===== src/rtl/riscv_pkg.sv =====
// riscv_pkg: shared RV32I decode definitions for the ID stage.
// Contents:
//   - major opcode constants
//   - alu_op_e   : ALU operation selected in EX
//   - wb_sel_e   : writeback source (ALU result, load data, PC+4)
//   - imm_type_e : which immediate format the instruction uses
//   - ctrl_t     : control fields carried through the ID/EX register
//   - alu_from_funct3 / ctrl_squash helpers
package riscv_pkg;

  localparam logic [6:0] OPC_LUI    = 7'b0110111;
  localparam logic [6:0] OPC_AUIPC  = 7'b0010111;
  localparam logic [6:0] OPC_JAL    = 7'b1101111;
  localparam logic [6:0] OPC_JALR   = 7'b1100111;
  localparam logic [6:0] OPC_BRANCH = 7'b1100011;
  localparam logic [6:0] OPC_LOAD   = 7'b0000011;
  localparam logic [6:0] OPC_STORE  = 7'b0100011;
  localparam logic [6:0] OPC_OP_IMM = 7'b0010011;
  localparam logic [6:0] OPC_OP     = 7'b0110011;
  localparam logic [6:0] OPC_FENCE  = 7'b0001111;
  localparam logic [6:0] OPC_SYSTEM = 7'b1110011;

  typedef enum logic [3:0] {
    ALU_ADD   = 4'd0,
    ALU_SUB   = 4'd1,
    ALU_SLL   = 4'd2,
    ALU_SLT   = 4'd3,
    ALU_SLTU  = 4'd4,
    ALU_XOR   = 4'd5,
    ALU_SRL   = 4'd6,
    ALU_SRA   = 4'd7,
    ALU_OR    = 4'd8,
    ALU_AND   = 4'd9,
    ALU_PASSB = 4'd10
  } alu_op_e;

  typedef enum logic [1:0] {
    WB_ALU = 2'd0,
    WB_MEM = 2'd1,
    WB_PC4 = 2'd2
  } wb_sel_e;

  typedef enum logic [2:0] {
    IMM_I    = 3'd0,
    IMM_S    = 3'd1,
    IMM_B    = 3'd2,
    IMM_U    = 3'd3,
    IMM_J    = 3'd4,
    IMM_NONE = 3'd5
  } imm_type_e;

  typedef struct packed {
    alu_op_e alu_op;
    logic    alu_src_pc;
    logic    alu_src_imm;
    logic    mem_read;
    logic    mem_write;
    logic    reg_write;
    wb_sel_e wb_sel;
    logic    branch;
    logic    jal;
    logic    jalr;
  } ctrl_t;

  // alt selects SUB (funct3 000) or SRA (funct3 101); callers gate it
  // according to whether instr[30] is meaningful for the opcode.
  function automatic alu_op_e alu_from_funct3(input logic [2:0] funct3, input logic alt);
    alu_op_e op;
    case (funct3)
      3'b000:  op = alt ? ALU_SUB : ALU_ADD;
      3'b001:  op = ALU_SLL;
      3'b010:  op = ALU_SLT;
      3'b011:  op = ALU_SLTU;
      3'b100:  op = ALU_XOR;
      3'b101:  op = alt ? ALU_SRA : ALU_SRL;
      3'b110:  op = ALU_OR;
      default: op = ALU_AND;
    endcase
    return op;
  endfunction

  // Clear every field that has an architectural side effect so an
  // invalid slot can never write a register, touch memory or redirect.
  function automatic ctrl_t ctrl_squash(input ctrl_t c);
    ctrl_t r;
    r           = c;
    r.mem_read  = 1'b0;
    r.mem_write = 1'b0;
    r.reg_write = 1'b0;
    r.branch    = 1'b0;
    r.jal       = 1'b0;
    r.jalr      = 1'b0;
    return r;
  endfunction

endpackage


===== src/rtl/decode_ctrl.sv =====
// decode_ctrl: combinational RV32I control decoder.
// Ports:
//   opcode    in  7  instr[6:0]
//   funct3    in  3  instr[14:12]
//   funct7_5  in  1  instr[30] (SUB / SRA select)
//   ctrl      out    ctrl_t control bundle (reg_write not yet masked for rd = x0)
//   imm_type  out    immediate format
//   rs1_used  out 1  instruction reads rs1
//   rs2_used  out 1  instruction reads rs2
//   illegal   out 1  opcode not recognised
module decode_ctrl
  import riscv_pkg::*;
(
  input  logic [6:0] opcode,
  input  logic [2:0] funct3,
  input  logic       funct7_5,
  output ctrl_t      ctrl,
  output imm_type_e  imm_type,
  output logic       rs1_used,
  output logic       rs2_used,
  output logic       illegal
);

  always_comb begin
    ctrl     = '0;
    imm_type = IMM_NONE;
    rs1_used = 1'b0;
    rs2_used = 1'b0;
    illegal  = 1'b0;
    case (opcode)
      OPC_LUI: begin
        imm_type         = IMM_U;
        ctrl.alu_op      = ALU_PASSB;
        ctrl.alu_src_imm = 1'b1;
        ctrl.reg_write   = 1'b1;
      end
      OPC_AUIPC: begin
        imm_type         = IMM_U;
        ctrl.alu_src_pc  = 1'b1;
        ctrl.alu_src_imm = 1'b1;
        ctrl.reg_write   = 1'b1;
      end
      OPC_JAL: begin
        // ALU forms the target PC+imm; rd receives PC+4.
        imm_type         = IMM_J;
        ctrl.alu_src_pc  = 1'b1;
        ctrl.alu_src_imm = 1'b1;
        ctrl.reg_write   = 1'b1;
        ctrl.wb_sel      = WB_PC4;
        ctrl.jal         = 1'b1;
      end
      OPC_JALR: begin
        imm_type         = IMM_I;
        rs1_used         = 1'b1;
        ctrl.alu_src_imm = 1'b1;
        ctrl.reg_write   = 1'b1;
        ctrl.wb_sel      = WB_PC4;
        ctrl.jalr        = 1'b1;
      end
      OPC_BRANCH: begin
        // Comparison itself is chosen in EX from funct3.
        imm_type    = IMM_B;
        rs1_used    = 1'b1;
        rs2_used    = 1'b1;
        ctrl.alu_op = ALU_SUB;
        ctrl.branch = 1'b1;
      end
      OPC_LOAD: begin
        imm_type         = IMM_I;
        rs1_used         = 1'b1;
        ctrl.alu_src_imm = 1'b1;
        ctrl.mem_read    = 1'b1;
        ctrl.reg_write   = 1'b1;
        ctrl.wb_sel      = WB_MEM;
      end
      OPC_STORE: begin
        imm_type         = IMM_S;
        rs1_used         = 1'b1;
        rs2_used         = 1'b1;
        ctrl.alu_src_imm = 1'b1;
        ctrl.mem_write   = 1'b1;
      end
      OPC_OP_IMM: begin
        // instr[30] is part of the immediate except for the shift-right pair.
        imm_type         = IMM_I;
        rs1_used         = 1'b1;
        ctrl.alu_op      = alu_from_funct3(funct3, funct7_5 && (funct3 == 3'b101));
        ctrl.alu_src_imm = 1'b1;
        ctrl.reg_write   = 1'b1;
      end
      OPC_OP: begin
        rs1_used       = 1'b1;
        rs2_used       = 1'b1;
        ctrl.alu_op    = alu_from_funct3(funct3, funct7_5);
        ctrl.reg_write = 1'b1;
      end
      OPC_FENCE, OPC_SYSTEM: begin
        // Treated as a valid NOP.
      end
      default: illegal = 1'b1;
    endcase
  end

endmodule


===== src/rtl/id_stage.sv =====
// id_stage: RV32I instruction-decode stage with ID/EX pipeline register.
// Ports:
//   clk, reset_n                   clock, async active-low reset
//   if_id_valid/instr/pc           instruction from IF/ID
//   rs1_addr, rs2_addr      out    register file read addresses (combinational)
//   rs1_data, rs2_data      in     register file read data
//   wb_wr_en/rd_addr/wr_data in    same-cycle writeback, bypassed into operands
//   ex_stall_i              in     downstream hold
//   flush_i                 in     kill ID contents (taken branch/jump in EX)
//   stall_o                 out    hold PC and IF/ID (combinational)
//   id_ex_*                 out    registered decode results for EX
module id_stage
  import riscv_pkg::*;
#(
  parameter int              XLEN     = 32,
  parameter logic [XLEN-1:0] RESET_PC = '0
) (
  input  logic            clk,
  input  logic            reset_n,
  input  logic            if_id_valid,
  input  logic [31:0]     if_id_instr,
  input  logic [XLEN-1:0] if_id_pc,
  output logic [4:0]      rs1_addr,
  output logic [4:0]      rs2_addr,
  input  logic [XLEN-1:0] rs1_data,
  input  logic [XLEN-1:0] rs2_data,
  input  logic            wb_wr_en,
  input  logic [4:0]      wb_rd_addr,
  input  logic [XLEN-1:0] wb_wr_data,
  input  logic            ex_stall_i,
  input  logic            flush_i,
  output logic            stall_o,
  output logic            id_ex_valid,
  output logic [XLEN-1:0] id_ex_pc,
  output logic [XLEN-1:0] id_ex_rs1_val,
  output logic [XLEN-1:0] id_ex_rs2_val,
  output logic [XLEN-1:0] id_ex_imm,
  output logic [4:0]      id_ex_rs1_addr,
  output logic [4:0]      id_ex_rs2_addr,
  output logic [4:0]      id_ex_rd,
  output logic [2:0]      id_ex_funct3,
  output logic [3:0]      id_ex_alu_op,
  output logic            id_ex_alu_src_pc,
  output logic            id_ex_alu_src_imm,
  output logic            id_ex_mem_read,
  output logic            id_ex_mem_write,
  output logic            id_ex_reg_write,
  output logic [1:0]      id_ex_wb_sel,
  output logic            id_ex_branch,
  output logic            id_ex_jal,
  output logic            id_ex_jalr,
  output logic            id_ex_illegal
);

  typedef struct packed {
    logic            valid;
    logic [XLEN-1:0] pc;
    logic [XLEN-1:0] rs1_val;
    logic [XLEN-1:0] rs2_val;
    logic [XLEN-1:0] imm;
    logic [4:0]      rs1_addr;
    logic [4:0]      rs2_addr;
    logic [4:0]      rd;
    logic [2:0]      funct3;
    ctrl_t           ctrl;
    logic            illegal;
  } id_ex_t;

  function automatic logic [XLEN-1:0] gen_imm(input logic [31:0] ins, input imm_type_e t);
    logic [XLEN-1:0] imm;
    case (t)
      IMM_I:   imm = {{20{ins[31]}}, ins[31:20]};
      IMM_S:   imm = {{20{ins[31]}}, ins[31:25], ins[11:7]};
      IMM_B:   imm = {{19{ins[31]}}, ins[31], ins[7], ins[30:25], ins[11:8], 1'b0};
      IMM_U:   imm = {ins[31:12], 12'h000};
      IMM_J:   imm = {{11{ins[31]}}, ins[31], ins[19:12], ins[20], ins[30:21], 1'b0};
      default: imm = '0;
    endcase
    return imm;
  endfunction

  ctrl_t           dec_ctrl;
  imm_type_e       dec_imm_type;
  logic            dec_rs1_used;
  logic            dec_rs2_used;
  logic            dec_illegal;
  logic [XLEN-1:0] rs1_fwd;
  logic [XLEN-1:0] rs2_fwd;
  logic            load_use;
  id_ex_t          id_ex_d;
  id_ex_t          id_ex_q;

  // ---- ID: decode, operand bypass, hazard detection ----
  decode_ctrl u_decode_ctrl (
    .opcode   (if_id_instr[6:0]),
    .funct3   (if_id_instr[14:12]),
    .funct7_5 (if_id_instr[30]),
    .ctrl     (dec_ctrl),
    .imm_type (dec_imm_type),
    .rs1_used (dec_rs1_used),
    .rs2_used (dec_rs2_used),
    .illegal  (dec_illegal)
  );

  assign rs1_addr = if_id_instr[19:15];
  assign rs2_addr = if_id_instr[24:20];

  // The register file writes on the same edge we capture, so its read
  // port still shows the old value; steer the writeback data in instead.
  assign rs1_fwd = (wb_wr_en && (wb_rd_addr != 5'd0) && (wb_rd_addr == rs1_addr)) ? wb_wr_data : rs1_data;
  assign rs2_fwd = (wb_wr_en && (wb_rd_addr != 5'd0) && (wb_rd_addr == rs2_addr)) ? wb_wr_data : rs2_data;

  assign load_use = if_id_valid && id_ex_q.valid && id_ex_q.ctrl.mem_read &&
                    (id_ex_q.rd != 5'd0) &&
                    ((dec_rs1_used && (id_ex_q.rd == rs1_addr)) ||
                     (dec_rs2_used && (id_ex_q.rd == rs2_addr)));

  assign stall_o = (ex_stall_i || load_use) && !flush_i;

  always_comb begin
    id_ex_d = id_ex_q;
    if (flush_i || (!ex_stall_i && load_use)) begin
      // Kill or bubble: slot becomes invalid and side-effect free.
      id_ex_d.valid   = 1'b0;
      id_ex_d.ctrl    = ctrl_squash(id_ex_q.ctrl);
      id_ex_d.illegal = 1'b0;
    end else if (!ex_stall_i) begin
      id_ex_d.valid    = if_id_valid;
      id_ex_d.pc       = if_id_pc;
      id_ex_d.rs1_val  = rs1_fwd;
      id_ex_d.rs2_val  = rs2_fwd;
      id_ex_d.imm      = gen_imm(if_id_instr, dec_imm_type);
      id_ex_d.rs1_addr = rs1_addr;
      id_ex_d.rs2_addr = rs2_addr;
      id_ex_d.rd       = if_id_instr[11:7];
      id_ex_d.funct3   = if_id_instr[14:12];
      id_ex_d.ctrl     = dec_ctrl;
      id_ex_d.illegal  = dec_illegal;
      if (if_id_instr[11:7] == 5'd0) id_ex_d.ctrl.reg_write = 1'b0;
      if (!if_id_valid) begin
        id_ex_d.ctrl    = ctrl_squash(dec_ctrl);
        id_ex_d.illegal = 1'b0;
      end
    end
  end

  // ---- ID/EX pipeline register ----
  always_ff @(posedge clk or negedge reset_n) begin
    if (!reset_n) begin
      id_ex_q    <= '0;
      id_ex_q.pc <= RESET_PC;
    end else begin
      id_ex_q <= id_ex_d;
    end
  end

  assign id_ex_valid       = id_ex_q.valid;
  assign id_ex_pc          = id_ex_q.pc;
  assign id_ex_rs1_val     = id_ex_q.rs1_val;
  assign id_ex_rs2_val     = id_ex_q.rs2_val;
  assign id_ex_imm         = id_ex_q.imm;
  assign id_ex_rs1_addr    = id_ex_q.rs1_addr;
  assign id_ex_rs2_addr    = id_ex_q.rs2_addr;
  assign id_ex_rd          = id_ex_q.rd;
  assign id_ex_funct3      = id_ex_q.funct3;
  assign id_ex_alu_op      = id_ex_q.ctrl.alu_op;
  assign id_ex_alu_src_pc  = id_ex_q.ctrl.alu_src_pc;
  assign id_ex_alu_src_imm = id_ex_q.ctrl.alu_src_imm;
  assign id_ex_mem_read    = id_ex_q.ctrl.mem_read;
  assign id_ex_mem_write   = id_ex_q.ctrl.mem_write;
  assign id_ex_reg_write   = id_ex_q.ctrl.reg_write;
  assign id_ex_wb_sel      = id_ex_q.ctrl.wb_sel;
  assign id_ex_branch      = id_ex_q.ctrl.branch;
  assign id_ex_jal         = id_ex_q.ctrl.jal;
  assign id_ex_jalr        = id_ex_q.ctrl.jalr;
  assign id_ex_illegal     = id_ex_q.illegal;

endmodule


===== config.mk =====
export PLATFORM = sky130hd
export DESIGN_NAME = id_stage
export DESIGN_NICKNAME = d
export VERILOG_FILES = /design/src/rtl/riscv_pkg.sv /design/src/rtl/decode_ctrl.sv /design/src/rtl/id_stage.sv
export SDC_FILE = /design/constraint.sdc
export NUM_CORES = 1
export LEC_CHECK = 0
export BUFFER_PORTS_ARGS = -buffer_cell sky130_fd_sc_hd__buf_2
export CAP_MARGIN = 25
export CORE_MARGIN = 1.5
export CORE_UTILIZATION = 40
export CTS_BUF_LIST = sky130_fd_sc_hd__clkbuf_4 sky130_fd_sc_hd__clkbuf_8
export CTS_CLUSTER_DIAMETER = 120
export DETAILED_ROUTE_END_ITERATION = 8
export PLACE_DENSITY = 0.71
export SLEW_MARGIN = 20
export SYNTH_ARGS = -nofsm -noshare
export SYNTH_HDL_FRONTEND = slang
export SYNTH_SLANG_ARGS = --single-unit
export TNS_END_PERCENT = 100

===== constraint.sdc =====
create_clock -name clk -period 6.9 [get_ports clk]
set_input_delay 1.725 -clock clk [delete_from_list [all_inputs] [get_ports clk]]
set_output_delay 1.725 -clock clk [all_outputs]
set_load 0.005 [all_outputs]

=== Yosys cells after proc, flatten, opt, wreduce, memory -nomap -nowiden ===
Cells that the tools add are included.

* Logic and storage cells: 108
* Bits of input ports: 171
* Flip-flop bits (word level): 162

* Bitwise operators: 2
* Equal/unequal tests: 26
* Muxes and demuxes: 28
* Reductions and logical operators: 32

{| class="wikitable"
|+ Operators by type and width
! cell !! number
|-
| $mux 162 || 1
|-
| $pmux 32 s5 || 1
|-
| $mux 32 || 2
|-
| $pmux 4 s7 || 2
|-
| $eq 7x7->1 const B || 4
|-
| $eq 7x6->1 const B || 3
|-
| $eq 5x5->1 || 4
|-
| $mux 9 || 2
|-
| $mux 1 || 17
|-
| $pmux 4 s4 || 1
|-
| $pmux 3 s5 || 1
|-
| $eq 7x5->1 const B || 2
|-
| $reduce_or 7->1 || 2
|-
| $eq 3x2->1 const B || 4
|-
| $eq 3x3->1 const B || 4
|-
| $logic_and 1x1->1 || 12
|-
| $reduce_or 11->1 || 1
|-
| $reduce_bool 5->1 || 2
|-
| $eq 7x2->1 const B || 1
|-
| $eq 7x4->1 const B || 1
|-
| $eq 3x1->1 const B || 2
|-
| $logic_not 3->1 || 2
|-
| $reduce_or 2->1 || 3
|-
| $reduce_or 3->1 || 2
|-
| 8 further kinds || 12
|}

=== Depth between registers and ports, before layout ===
Gate-level depths: netlist (run 1).

* Word-level depth: 10
* Gate-level depth with buffers: 10
* Gate-level depth less buffers: 6

=== By module ===
A second synthesis (run 1) with hierarchy kept.

* Cells, all modules: 631
* Area total of the unflattened synthesis: 8,520.7 sq um

{| class="wikitable"
|+ Modules (own cells, without submodules)
! module !! area each (sq um) !! cells an instance !! seq. area each (sq um) !! times used
|-
| id_stage || 8,087.8 || 559 || 4,053.9 || 1
|-
| decode_ctrl || 432.9 || 72 || 0.0 || 1
|}

=== Least setup slack after synthesis (run 1) ===
Ideal clock, no wire load.

* Kind: input to output
* Start: input port if_id_instr[4]
* End: output port stall_o
* Data required time: 5.175 ns
* Stages: 6
* Setup slack: 2.368 ns
* Buffers on the path: 1
* Arrival: 2.807 ns
* Cells stage by stage: buf_6 > nand2b_4 > a2111oi_2 > and4_1 > o21ai_1 > a21oi_1

* Longest elaborated chain between the ends: 8
* Elaborated cells between the ends (all ways): 16
* Those cells by class: eq/ne (6); mux (2); reduce/logical (8)

{| class="wikitable"
|+ RTL lines
! what !! RTL line !! RTL
|-
| start, declared || id_stage.sv:21 || <nowiki>input logic [31:0] if_id_instr,</nowiki>
|-
| $eq 7x7->1 (tied with other cells) || decode_ctrl.sv:30 || <nowiki>case (opcode)</nowiki>
|-
| $reduce_or 6->1 (no line) / $reduce_or 3->1 (equally long branches) || n/a ||
|-
| $mux 1 || decode_ctrl.sv:30 ||
|-
| $logic_and 1x1->1 (on tied branches) || id_stage.sv:115, id_stage.sv:116 ||
|-
| $logic_or 1x1->1 * || id_stage.sv:115 || <nowiki>((dec_rs1_used && (id_ex_q.rd == rs1_addr)) ||</nowiki>
|-
| $logic_and 1x1->1 * || id_stage.sv:114 || <nowiki>(id_ex_q.rd != 5'd0) &&</nowiki>
|-
| $logic_or 1x1->1 * || id_stage.sv:118 || <nowiki>assign stall_o = (ex_stall_i || load_use) && !flush_i;</nowiki>
|-
| $logic_and 1x1->1 * || id_stage.sv:118 ||
|-
| end, declared || id_stage.sv:32 || <nowiki>output logic stall_o,</nowiki>
|}

Mark *: on every way between the ends. The rest lies on a longest branch, timed or not.

=== Worst setup path after layout (run 1) ===
* Start: input port if_id_instr[3]
* End: output port stall_o

Same word-level chain as after synthesis.

==> impl_metrics.py, run 1 <==
metrics = {
    "timing": {
        "rsz0062_at_grt": "false",
        "finalMaxSlewViolations": 0,
        "setup_tns_ns": 0,
        "fin_crit_sh_pct": 70.4,
        "fin_crit_ns": 4.86,
        "relSlewSlack_pct": 34.7,
        "setup_viol": 0,
        "max_freq_mhz": 206,
        "finClkSkew_ns": 0.0177,
        "hold_viol": 0,
        "tightest_slew_ns": 0.980,
    },
    "synthesis": {
        "muxShareOfSynthArea_pct": 30.7,
        "synth-compound-area-share_pct": 5.24,
        "syn_nets": 785,
        "ys_seq_area_share_pct": 50.5,
        "synthXorXnorAreaFrac_pct": 2.18,
        "synthAdderAreaFrac_pct": 0,
        "yosys_warnings": 0,
        "synthCells": 614,
        "ys_ff_latch": 162,
        "synth_top_family_by_area": "multiplexers",
        "ys_types": 48,
        "ys.flop_type": "dfrtp_1",
        "synth-simple-area-share_pct": 7.53,
        "synth-edff-count": 0,
        "async_flop_share_pct": 100,
        "syn_avg_cell_area_sq_um": 13.1,
        "synthesis.area_sq_um": 8020,
    },
    "status": {
        "outcome": "finished clean",
    },
    "pwr": {
        "power_frac_comb_pct": 20.8,
        "leakagePower_nw": 5.00,
        "ir_worst_vdd_mv": 0.173,
        "intPower_mw": 1.60,
        "p_sw_share_pct": 28.9,
        "seq_power_share_pct": 50.1,
        "power_switching_mw": 0.650,
        "p_per_area_nw_per_um2": 219,
        "pwr-share-clk_pct": 29.1,
    },
    "clocking": {
        "clkTransAtPathRegs_ns": 0.09,
        "htree_levels": 4,
        "cts_tree": "done",
        "post-cts-setup-buffers": 0,
        "clock_path_buffers": 2,
        "clock_sinks": 162,
        "cts_buffers": 17,
        "cts_hold_buf": 0,
        "cts_resized": 0,
        "cts_root_buf": "clkbuf_8",
        "clk_latency_ns": 0.45,
    },
    "setup_path": {
        "slowest_delay_ns": 0.35,
        "cp_data_required_time_ns": 5.18,
        "cp_cell_sequence": "buf_2 -> and4bb_2 -> nand4_1 -> nor4_1 -> o21ai_1 -> a21oi_1 -> buf_2",
        "rr_endpoint": "id_ex_rs1_val[17]",
        "r2r_setup_slack_ns": 3.70,
        "crit_buf_inv": 2,
        "crit_family": "simple AND/OR/NAND/NOR gates",
        "path_max_fanout": 13,
        "arrival_ns": 3.13,
        "slowest_stage": "and4bb_2",
        "worstSetupEndpointType": "output port",
        "rr_startpoint": "id_ex_rd[3]",
        "path_common_cell": "buf_2",
        "rr_worst_depth": 7,
        "cp-start-kind": "input pin",
        "path_class": "in -> out",
    },
    "worst_hold_path": {
        "whs_endpoint": "id_ex_jalr",
        "whs_path_depth": 1,
        "hp-class": "reg -> reg",
        "hp-start": "id_ex_jalr",
    },
    "route": {
        "firstDrtPassIters": 5,
        "first_iter_violations": 230,
        "ant_nets": 0,
        "drt-wirelength-per-cell_um": 18.1,
        "wl_um": 22100,
        "drc": 0,
        "viasPerCell": 5.01,
        "num_vias": 6118,
    },
    "finish": {
        "area_growth_pct": 28.1,
        "num-fill-cells": 1786,
        "drive_above_1_share_pct": 61.9,
        "nets": 1113,
        "final_core_util_pct": 52.4,
    },
    "placed_design": {
        "portBuffers": 343,
        "place_congestion": 0.865,
        "hpwl_um": 16000,
    },
    "grt": {
        "gr-total-overflow": 0,
        "grtUsageTotal_pct": 20.6,
        "grt_pass1_vias": 6067,
        "grt_start_max_net_pins": 104,
        "grt_first_pass_wirelength_um": 33000,
        "grt_antenna_before_repair": 2,
    },
    "die": {
        "core_area_sq_um": 19600,
        "die_h_um": 145,
        "dieArea_sq_um": 20900,
        "io_pins": 344,
        "start_util_pct": 40.9,
        "row_count": 51,
        "fp.dieW_um": 145,
    },
    "flow_run": {
        "drv_cap": 0,
    },
}
[worst max-delay path by stage]
stage	cells past startpoint	endpoint	slack (ns)	start
3_5_place_dp	7	stall_o	2.08	if_id_instr[5]
3_3_place_gp	7	stall_o	2.11	if_id_instr[4]
4_1_cts	7	stall_o	2.07	if_id_instr[5]
2_1_floorplan	6	stall_o	2.37	if_id_instr[4]
5_1_grt	7	stall_o	1.94	if_id_instr[5]
6_report	7	stall_o	2.04	if_id_instr[3]
[registers in the layout, summed over array words and instances (netlist names), 2 cells and up]
register and cells:
id_ex_funct3 3, id_ex_alu_op 4, id_ex_rs1_addr 5, id_ex_wb_sel 2
id_ex_rs2_addr 5, id_ex_rs2_val 32, id_ex_pc 32, id_ex_imm 32
id_ex_rs1_val 32, id_ex_rd 5
[routing by layer]
metal	vias up	track usage, %	share of wire [%]	wire (um)
met1	3015	26.4	43	9410
met4	0	6.27	1.3	296
met2	238	33.5	49	10800
li1	2850	-	-	-
met5	-	0	0	0
met3	15	6.39	7.3	1620
[cells in the mapped netlist, drive strengths merged, types with 2 or more instances]
cell / instances / area (sq um)
or4: 2 / 15.0
nand3: 17 / 85.1
o22a: 8 / 70.1
o211ai: 7 / 52.6
xnor2: 11 / 96.3
or2: 2 / 12.5
mux2: 203 / 2450
xor2: 9 / 78.8
a22o: 5 / 43.8
inv: 9 / 33.8
buf: 32 / 235
and2: 9 / 56.3
a2111oi: 2 / 23.8
o21ai: 10 / 50.1
nand4: 2 / 12.5
nand2b: 5 / 38.8
dfrtp: 162 / 4050
clkbuf: 9 / 33.8
nand2: 41 / 154
nor4: 4 / 31.3
nor3b: 2 / 15.0
nor3: 7 / 35.0
nor2: 19 / 71.3
nor2b: 3 / 18.8
a32o: 5 / 50.1
a21oi: 14 / 70.1
o31ai: 2 / 15.0
[layout make-up]
| class | count | area, sq um | area share (%) |
|---|---|---|---|
| sequential | 162 | 4050 | 39.5 |
| multi-input combinational | 402 | 3680 | 35.8 |
| timing repair buffer | 350 | 1810 | 17.6 |
| tap | 265 | 332 | 3.23 |
| clock buffer | 20 | 263 | 2.56 |
| clock inverter | 12 | 97.6 | 0.950 |
| inverter | 9 | 33.8 | 0.329 |
| antenna | 2 | 5.00 | 0.0487 |
[logic make-up after synthesis]
| kind of cell | Yosys count |
|---|---|
| XOR/XNOR | 20 |
| multiplexers | 204 |
| AO/OA/AOI/OAI | 58 |
| buffers and inverters | 50 |
| flip-flops | 162 |
| AND/OR/NAND/NOR | 120 |
[worst reg2reg max path, delay by kind of cell (launching register included)]
kind	cells	cell delay, ns
AND/OR/NAND/NOR	2	1.10
multiplexers	1	0.50
flip-flops	1	0.49
buffers and inverters	1	0.40
AO/OA/AOI/OAI	2	0.36
XOR/XNOR	1	0.24
[power groups by stage]
stage / sequential, mW / combinational [mW] / clock, mW
global placement: 1.14 / 0.466 / 0
finish: 1.13 / 0.468 / 0.654
detailed placement: 1.14 / 0.473 / 0
CTS: 1.13 / 0.475 / 0.675
floorplan: 1.15 / 0.216 / 0
global route: 1.14 / 0.512 / 0.719
[cells in the final DEF, fill, tap and decap left out, types with 3 or more instances in the layout]
| cell type | Yosys | routed |
|---|---|---|
| clkbuf_8 | 0 | 18 |
| a21oi_1 | 14 | 14 |
| and2_1 | 9 | 8 |
| buf_2 | 14 | 342 |
| o211ai_1 | 7 | 7 |
| inv_1 | 9 | 9 |
| nand3_1 | 17 | 17 |
| nor2b_1 | 3 | 3 |
| o22a_1 | 8 | 8 |
| inv_6 | 0 | 5 |
| mux2_4 | 45 | 45 |
| buf_4 | 10 | 5 |
| xnor2_1 | 11 | 11 |
| a22o_1 | 5 | 5 |
| clkinvlp_4 | 0 | 3 |
| nand2_1 | 41 | 41 |
| nor3_1 | 7 | 7 |
| mux2_1 | 3 | 3 |
| xor2_1 | 9 | 9 |
| nand2b_1 | 4 | 4 |
| clkinv_4 | 0 | 3 |
| mux2_2 | 155 | 155 |
| dfrtp_1 | 162 | 162 |
| nor2_1 | 19 | 19 |
| o21ai_0 | 8 | 8 |
| a32o_1 | 5 | 5 |
[metrics by stage]
stage | area [sq um] | worst slack (ns) | total power, mW | instances | hold slack, ns
floorplan | 8020 | 2.37 | 1.37 | 614 | 0.489
global placement | 9880 | 2.11 | 1.60 | 1187 | 0.477
detailed placement | 9880 | 2.08 | 1.62 | 1187 | 0.483
CTS | 10200 | 2.07 | 2.28 | 1219 | 0.505
global route | 10300 | 1.94 | 2.37 | 1222 | 0.525
finish | 10300 | 2.04 | 2.25 | 1222 | 0.501
Note: power is estimated with default switching activity, not from simulation.
==> run 2: changes to the inputs <==
Settings changed: PLACE_DENSITY 0.71 to 0.74.
Clock period 6.9 ns to 4.08 ns, I/O delays scaled along.
==> run 2 against run 1 <==
Compared with the run above: design area rose by 0.16%; flip-flop and latch count did not move; clock skew fell by 0.00093 ns; largest cell class unchanged; largest power group unchanged.
==> impl_metrics.py, run 2 (synthesized netlist as in run 1, its figures left out) <==
metrics = {
    "status": {
        "outcome": "finished clean",
    },
    "clocking": {
        "cts_buffers": 17,
        "cts_resized": 0,
        "cts_tree": "done",
        "clock_path_buffers": 2,
        "clkTransAtPathRegs_ns": 0.09,
        "clock_sinks": 162,
        "clk_latency_ns": 0.45,
        "post-cts-setup-buffers": 0,
        "cts_root_buf": "clkbuf_8",
        "cts_hold_buf": 0,
        "htree_levels": 4,
    },
    "finish": {
        "nets": 1113,
        "layout.cells.most_common": "buf_2",
        "drive_above_1_share_pct": 61.9,
        "n_antenna_cell": 0,
        "area_growth_pct": 28.3,
        "final_cell_mix": "buf_2 (342), dfrtp_1 (162), mux2_2 (155)",
    },
    "setup_path": {
        "path_common_cell": "buf_2",
        "cp_cell_sequence": "buf_2 -> nand2b_4 -> a2111oi_2 -> and4_1 -> o21ai_1 -> a21oi_1 -> buf_2",
        "path_max_fanout": 13,
        "worstSetupEndpointType": "output port",
        "crit_buf_inv": 2,
        "crit_family": "compound AO/OA/AOI/OAI gates",
        "cp_data_required_time_ns": 3.06,
        "slowest_delay_ns": 0.35,
        "path_class": "in -> out",
        "cp-start-kind": "input pin",
        "slowest_stage": "a2111oi_2",
        "arrival_ns": 2.41,
    },
    "die": {
        "dieArea_sq_um": 20900,
        "row_count": 51,
        "io_pins": 344,
        "start_util_pct": 40.9,
        "core_area_sq_um": 19600,
        "die_h_um": 145,
        "fp.dieW_um": 145,
    },
    "timing": {
        "fin_crit_ns": 3.43,
        "tightest_slew_ns": 0.900,
        "relSlewSlack_pct": 40.0,
        "finalMaxSlewViolations": 0,
        "fin_crit_sh_pct": 84.0,
        "max_freq_mhz": 292,
        "finClkSkew_ns": 0.0168,
        "setup_viol": 0,
        "rsz0062_at_grt": "false",
        "setup_tns_ns": 0,
        "hold_viol": 0,
    },
    "grt": {
        "grtUsageTotal_pct": 20.5,
        "grt_first_pass_wirelength_um": 32500,
        "grt_pass1_vias": 6065,
        "grt_start_max_net_pins": 111,
        "grt_antenna_before_repair": 0,
        "gr-total-overflow": 0,
    },
    "route": {
        "viasPerCell": 5.04,
        "drt-wirelength-per-cell_um": 17.9,
        "ant_nets": 0,
        "wl_um": 21800,
        "drc": 0,
        "num_vias": 6143,
        "first_iter_violations": 228,
        "firstDrtPassIters": 5,
    },
    "pwr": {
        "ir_worst_vdd_mv": 0.236,
        "power_mw": 3.85,
        "p_per_area_nw_per_um2": 374,
        "leakagePower_nw": 5.00,
    },
    "placed_design": {
        "place_congestion": 0.906,
        "portBuffers": 343,
        "hpwl_um": 16100,
    },
    "flow_run": {
        "drv_cap": 0,
    },
    "worst_hold_path": {
        "hp-class": "reg -> reg",
    },
}
## run 2: cell count changes in the layout (fill, tap and decap cells not counted), sizes merged
| cell | previous run | this run |
|---|---|---|
| clkbuf | 20 | 19 |
| diode | 2 | 0 |
| bufinv | 0 | 1 |
| inv | 14 | 13 |
| clkinvlp | 3 | 4 |
## run 2: per-layer routing
layer	up-vias	global-route usage, %	part of all wire (%)
met5	-	0	0
met4	0	7.50	2.1
met3	33	6.06	6.7
met2	251	32.6	48
met1	3004	26.4	43
li1	2855	-	-
## run 2: layout make-up
| cell class | count | area [sq um] |
|---|---|---|
| clock buffer | 19 | 249 |
| clock inverter | 13 | 128 |
| fill | 1756 | 9300 |
| inverter | 9 | 33.8 |
| multi-input combinational | 402 | 3680 |
| sequential | 162 | 4050 |
| tap | 265 | 332 |
| timing repair buffer | 350 | 1810 |
## run 2: where the power goes
group	total, mW	internal (mW)	switching (mW)
Sequential	1.91	1.80	0.111
Clock	1.15	0.507	0.645
Combinational	0.789	0.443	0.345
Total	3.85	2.75	1.10
## run 2: path summary, 6_finish.rpt
check	start	to	slack (ns)	depth (start not counted)
worst max-delay path	if_id_instr[5]	stall_o	0.65	7
worst min-delay path	id_ex_branch	id_ex_branch	0.50	1
worst max register to register	id_ex_rd[3]	id_ex_rs1_val[5]	1.45	7
worst min register to register	id_ex_branch	id_ex_branch	0.50	1
max in group asynchronous	reset_n	id_ex_rs2_val[13]	2.57	2
min in group asynchronous	reset_n	id_ex_rs2_val[5]	0.67	1
## run 2: metrics by stage
step | setup slack [ns] | utilization, % | hold WS [ns] | area [sq um] | instances
global route | 0.546 | 52.5 | 0.522 | 10300 | 1220
global placement | 0.668 | 50.6 | 0.478 | 9910 | 1188
finish | 0.654 | 52.5 | 0.505 | 10300 | 1220
CTS | 0.658 | 52.5 | 0.509 | 10300 | 1220
detailed placement | 0.670 | 50.6 | 0.486 | 9910 | 1188
floorplan | 0.958 | - | 0.489 | 8020 | 614
